===== src/rtl/result_drain.sv =====
// Drains the finished result matrix from the output BRAM read port and
// presents it as a valid/ready stream with a last-word marker.
module result_drain #(
    parameter int WIDTH             = 16,
    parameter int CHUNK_SIZE        = 4,
    parameter int W_OUTER_DIMENSION = 64,
    parameter int I_OUTER_DIMENSION = 2754,
    parameter int ADDR_WIDTH        = 16
) (
    input  logic                          clk,
    input  logic                          rst,
    input  logic                          start,
    output logic                          busy,
    output logic                          done,
    output logic                          out_en,
    output logic [ADDR_WIDTH-1:0]         out_addr,
    input  logic [WIDTH*CHUNK_SIZE-1:0]   out_dout,
    output logic [WIDTH*CHUNK_SIZE-1:0]   m_tdata,
    output logic                          m_tvalid,
    input  logic                          m_tready,
    output logic                          m_tlast
);

    localparam int DW        = WIDTH * CHUNK_SIZE;
    localparam int NUM_WORDS = (W_OUTER_DIMENSION / CHUNK_SIZE) * I_OUTER_DIMENSION;
    localparam logic [ADDR_WIDTH:0] LAST_CNT = (ADDR_WIDTH + 1)'(NUM_WORDS - 1);

    typedef enum logic [1:0] {
        IDLE  = 2'd0,
        READ  = 2'd1,
        FLUSH = 2'd2,
        FIN   = 2'd3
    } state_t;

    state_t              state;
    state_t              state_next;
    logic [ADDR_WIDTH:0] rd_cnt;
    logic                inflight;
    logic                inflight_last;
    logic [1:0]          count;
    logic [DW-1:0]       data0;
    logic [DW-1:0]       data1;
    logic                last0;
    logic                last1;
    logic                busy_r;
    logic                done_r;

    logic                pop;
    logic                is_last_rd;
    logic                credit;
    logic                issue;

    assign pop        = (count != 2'd0) & m_tready;
    assign is_last_rd = (rd_cnt == LAST_CNT);
    // Occupancy plus outstanding read, less the word leaving this cycle, must stay below two.
    assign credit     = ({1'b0, count} + {2'b00, inflight}) < (3'd2 + {2'b00, pop});
    assign issue      = (state == READ) & credit;

    assign out_en   = issue;
    assign out_addr = rd_cnt[ADDR_WIDTH-1:0];
    assign m_tvalid = (count != 2'd0);
    assign m_tdata  = data0;
    assign m_tlast  = last0;
    assign busy     = busy_r;
    assign done     = done_r;

    // Next-state decode of the drain sequencer.
    always_comb begin
        state_next = state;
        case (state)
            IDLE: begin
                if (start) begin
                    state_next = READ;
                end else begin
                    state_next = IDLE;
                end
            end
            READ: begin
                if (issue && is_last_rd) begin
                    state_next = FLUSH;
                end else begin
                    state_next = READ;
                end
            end
            FLUSH: begin
                // Leave as the final beat is accepted so done follows it by one cycle.
                if (!inflight && ((count == 2'd0) || ((count == 2'd1) && pop))) begin
                    state_next = FIN;
                end else begin
                    state_next = FLUSH;
                end
            end
            FIN: begin
                state_next = IDLE;
            end
            default: begin
                state_next = IDLE;
            end
        endcase
    end

    // State register and registered status flags.
    always_ff @(posedge clk or posedge rst) begin
        if (rst) begin
            state  <= IDLE;
            busy_r <= 1'b0;
            done_r <= 1'b0;
        end else begin
            state  <= state_next;
            busy_r <= (state_next != IDLE);
            done_r <= (state_next == FIN);
        end
    end

    // Read address counter and in-flight tracking for the one-cycle BRAM latency.
    always_ff @(posedge clk or posedge rst) begin
        if (rst) begin
            rd_cnt        <= '0;
            inflight      <= 1'b0;
            inflight_last <= 1'b0;
        end else begin
            if ((state == IDLE) && start) begin
                rd_cnt <= '0;
            end else if (issue && !is_last_rd) begin
                rd_cnt <= rd_cnt + (ADDR_WIDTH + 1)'(1);
            end else begin
                rd_cnt <= rd_cnt;
            end
            inflight      <= issue;
            inflight_last <= issue & is_last_rd;
        end
    end

    // Two-entry shifting FIFO; entry 0 is always the stream head.
    always_ff @(posedge clk or posedge rst) begin
        if (rst) begin
            count <= 2'd0;
            data0 <= '0;
            data1 <= '0;
            last0 <= 1'b0;
            last1 <= 1'b0;
        end else begin
            case ({inflight, pop})
                2'b11: begin
                    if (count == 2'd2) begin
                        data0 <= data1;
                        last0 <= last1;
                        data1 <= out_dout;
                        last1 <= inflight_last;
                    end else begin
                        data0 <= out_dout;
                        last0 <= inflight_last;
                    end
                end
                2'b10: begin
                    if (count == 2'd0) begin
                        data0 <= out_dout;
                        last0 <= inflight_last;
                    end else begin
                        data1 <= out_dout;
                        last1 <= inflight_last;
                    end
                    count <= count + 2'd1;
                end
                2'b01: begin
                    data0 <= data1;
                    last0 <= last1;
                    count <= count - 2'd1;
                end
                default: begin
                    count <= count;
                end
            endcase
        end
    end

endmodule


===== config.mk =====
export PLATFORM = sky130hd
export DESIGN_NAME = result_drain
export DESIGN_NICKNAME = d
export VERILOG_FILES = /design/src/rtl/result_drain.sv
export SDC_FILE = /design/constraint.sdc
export NUM_CORES = 1
export LEC_CHECK = 0
export ABC_AREA = 1
export CAP_MARGIN = 10
export CORE_MARGIN = 3
export CORE_UTILIZATION = 57
export CTS_CLUSTER_SIZE = 8
export DETAILED_ROUTE_END_ITERATION = 16
export PLACE_DENSITY = 0.95
export SYNTH_ARGS = -nofsm -noshare
export SYNTH_HDL_FRONTEND = slang
export SYNTH_SLANG_ARGS = --single-unit

===== constraint.sdc =====
create_clock -name clk -period 11.12 [get_ports clk]
set_input_delay 2.78 -clock clk [delete_from_list [all_inputs] [get_ports clk]]
set_output_delay 2.78 -clock clk [all_outputs]
set_load 0.03 [all_outputs]

Yosys cells after proc, flatten, opt, wreduce, memory -nomap -nowiden
Index checks and enable logic that the tools add are counted.
- output and inout port bits: 85
- flip-flop bits (word level): 155
- magnitude comparators: 1
- bitwise logic cells: 3
- reduce and logical (&&, ||, !) cells: 18
- muxes and demuxes: 19
- add/subtract/negate cells: 5
- eq/ne operators: 13
- operator list (cell ; count):
    64-bit 2-to-1 mux ; 4
    64-bit case mux with 3 select lines ; 1
    64-bit case mux with 2 select lines ; 1
    17-bit 2-to-1 mux ; 2
    17-bit by 1-bit adder with 17-bit output, second input constant ; 1
    17-bit by 16-bit == test with 1-bit output, second input constant ; 1
    2-bit == test, second input constant ; 6
    2-bit nonzero test ; 5
    2-bit case mux with 4 select lines ; 1
    2-bit by 1-bit == test with 1-bit output, second input constant ; 3
    1-bit 2-to-1 mux ; 6
    2-bit inequality test, second input constant ; 3
    1-bit logical AND ; 5
    2-bit zero test ; 2
    2-bit case mux with 2 select lines ; 1
    2-bit by 1-bit adder with 3-bit output ; 1
    2-bit by 1-bit adder with 3-bit output, first input constant ; 1
    1-bit bitwise AND ; 3
    3-bit < comparator ; 1
    1-bit case mux with 3 select lines ; 1
    3-bit AND reduction ; 1
    3-bit nonzero test ; 1
    2-bit by 1-bit adder with 2-bit output, second input constant ; 1
    1-bit zero test ; 2
    5 further kinds ; 5

Logic depth before layout (Yosys ltp)
- depth in word-level cells: 9
- mapped depth: 13

Least setup slack after synthesis
No wires, ideal clock.
- path kind: input to output
- start point: in m_tready
- end point: out out_en
- required time: 8.340 ns
- path buffers: 0
- stages on the path: 4
- path slack: 5.232 ns
- data arrival time: 3.108 ns
- path through: nand3b_1 > nand2_1 > nand2_1 > inv_2
- cells in the longest elaborated chain, start to end: 4
- RTL lines (item ; line ; source):
    from (decl) ; 20 ; input logic m_tready,
    1-bit bitwise AND ; 53 ; assign pop = (count != 2'd0) & m_tready;
    2-bit by 1-bit adder with 3-bit output ; 56 ; assign credit = ({1'b0, count} + {2'b00, inflight}) < (3'd2 + {2'b00, pop});
    3-bit < comparator ; 56 ;
    1-bit bitwise AND ; 57 ; assign issue = (state == READ) & credit;
    to (decl) ; 15 ; output logic out_en,
No other way between the ends.

Worst setup path after layout
Ends and elaborated chain as after synthesis.

==> qor.csv <==
metric,value,unit
status,"complete, no violations",
cts_buffers,17,
slew_violations,0,
avgSynthCellArea,7.65,um^2
synth-seq-cells,155,
drv_cap,0,
finClkSkew,0.00892,ns
tightest_slew,1.22,ns
syn_area,8330,um^2
die_area,16100,um^2
detail_route.wl_per_cell,15.4,um
multi_input_area,3430,um^2
route.detailed.drc,0,
post-route-period-util,0.636,
cts.sinks,155,
post-synth-top-area-cell,dfrtp_1,
ys_seq_area_frac,0.466,
maxSlewHeadroom,0.186,
synthesis.nets,1165,
end_kind,output pin,
vias,7809,
grt_max_degree,132,
cts_setup_buffers,0,
final_core_util,0.727,
dpl.hpwl,13.0,mm
first_iter_violations,730,
tns,0,ns
yosysWarnings,0,
cts-root-buf,clkbuf_16,
drt-pass1-iter-count,6,
crit_type,in -> out,
grt_pass1_wl,35.0,mm
crit_required,8.34,ns
dieWidth,127,um
synth.top_cells.by_count,"nand2_1, dfrtp_1, inv_1",
htree_levels,4,
p_leak,4.62,nW
rows,43,
max_freq,141,MHz
initial_core_util,0.591,
syn_inst,1088,
setup_viol,0,
area_growth,23.1,%
dr.max_layer_used,met4,
synth-main-ff-cell,dfrtp_1,
cts.reportedPaths.clkPinSlew,0.06,ns
power,0.00338,W
globalplace.congestion,0.925,
cts_max_path_buffers,2,
io_buffers,152,
seq_area,3880,um^2
postCtsHoldBufs,0,
post-place-ws,4.05,ns
ios,153,
cp_max_fo,4,
ys_async_sr_fraction,1.00,
route.met3.wl,1.39,mm
synth_cell_types,30,
hold_viol_final,0,
drt-met1-wl,8.84,mm
antenna_cells,0,
postRouteAntennaNets,0,
synth_edf_count,0,
core,14100,um^2
cts-resized-gates,0,
insertion_delay,0.43,ns
yosysMostFrequentCell,nand2_1,
crit_arrival,4.29,ns
wl_met2,10.4,mm
viasPerCell,5.70,
finalHoldWorstSlack,0.485,ns
rsz0062_at_grt,false,
synthTopCellsByArea,"dfrtp_1, nand2_1, o21ai_0",
wirelength,21.0,mm
setup_ws,4.05,ns
min_path_type,reg -> reg,
die_y,127,um
grt_usage,0.263,
fillCellCount,1003,
powerDensity,330,nW/um^2
period_minus_slack,7.07,ns
antenna_found_initial,0,
grt_pass1_vias,7400,
start_kind,primary input,
gr-total-overflow,0,
synth.top_cell.area_share,0.466,
drive_gt1_frac,0.0555,
ir_drop,0.172,mV
cts_tree,done,
nets,1254,
[metrics by stage]
step	instances	instance area, um^2
final	1370	10300
after global routing	1370	10300
after CTS	1370	10300
after detailed placement	1338	9710
after global placement	1338	9710
after floorplan	1088	8330
[cell type report]
cell class | count | area share
Multi-Input combinational cell | 687 | 0.334
Clock buffer | 17 | 0.0415
Inverter | 156 | 0.0583
Sequential cell | 155 | 0.378
Timing Repair Buffer | 160 | 0.154
Clock inverter | 15 | 0.0113
Tap cell | 180 | 0.0220
[layer usage]
| layer | vias up | GRT usage |
|---|---|---|
| li1 | 3767 | - |
| met1 | 3698 | 0.344 |
| met2 | 305 | 0.435 |
| met3 | 39 | 0.0573 |
| met4 | 0 | 0.0927 |
| met5 | - | 0 |
[critical path, cell delays in order]
cell and delay (ns):
clkdlybuf4s50_1 0.51, nand3b_1 0.09, nand2_1 0.06, nand2_1 0.07
inv_2 0.09, clkdlybuf4s50_1 0.70
[cells by family after synthesis]
| kind of cell | count (synthesis) | synth area share |
|---|---|---|
| adders and majority gates | 9 | 0.0135 |
| DFF | 155 | 0.466 |
| and+or+nand+nor | 331 | 0.161 |
| buffers and inverters | 246 | 0.127 |
| xor gates and xnor gates | 8 | 0.00841 |
| AOI/OAI and AO/OA | 339 | 0.225 |
[worst paths after layout]
| check | from | endpoint | slack, ns | cells past startpoint |
|---|---|---|---|---|
| worst min-delay path | last1$_DFFE_PP0P_ | last1$_DFFE_PP0P_ | 0.49 | 2 |
| worst max register to register | count[0]$_DFFE_PP0N_ | data1[12]$_DFFE_PP0P_ | 7.59 | 10 |
| max in group asynchronous | rst | m_tdata[12]$_DFFE_PP0P_ | 6.80 | 3 |
| worst min register to register | last1$_DFFE_PP0P_ | last1$_DFFE_PP0P_ | 0.49 | 2 |
| worst max-delay path | m_tready | out_en | 4.05 | 6 |
| min in group asynchronous | rst | m_tdata[60]$_DFFE_PP0P_ | 2.88 | 2 |
[registers in the layout, summed over array words and instances, names as in the netlist]
register and cells:
count 2, last1 1, inflight_last 1, busy 1, inflight 1, data1 64
m_tlast 1, done 1, m_tdata 64, rd_cnt 17, state 2
[layout by cell type, fill, tap and decap left out]
cell type	netlist	routed
nand2_4	1	1
clkinv_1	1	1
xor2_1	5	5
nand2_1	195	195
a31oi_1	65	65
nand4_1	13	13
inv_2	4	6
buf_4	20	8
xnor2_1	3	3
dfrtp_1	155	155
clkinv_4	0	3
o21ai_0	136	136
inv_4	0	1
clkinvlp_4	0	6
o21bai_1	4	4
o22ai_1	65	65
nor2_4	1	1
inv_6	1	6
nand3b_1	1	1
inv_1	150	146
clkdlybuf4s50_1	0	152
nor2_1	95	95
clkinv_2	0	2
clkbuf_16	0	17
ha_4	0	1
ha_1	9	8
nand3_1	11	11
nand2_2	11	11
nor2_2	1	1
o21ai_4	0	2
nor3_1	2	2
a21oi_1	67	67
[power breakdown]
group	switching, W	total [W]	internal, W
Combinational	0.00121	0.00186	0.000652
Clock	0.000249	0.000537	0.000288
Sequential	0.000154	0.000983	0.000829
(Power assumes the default switching activity.)
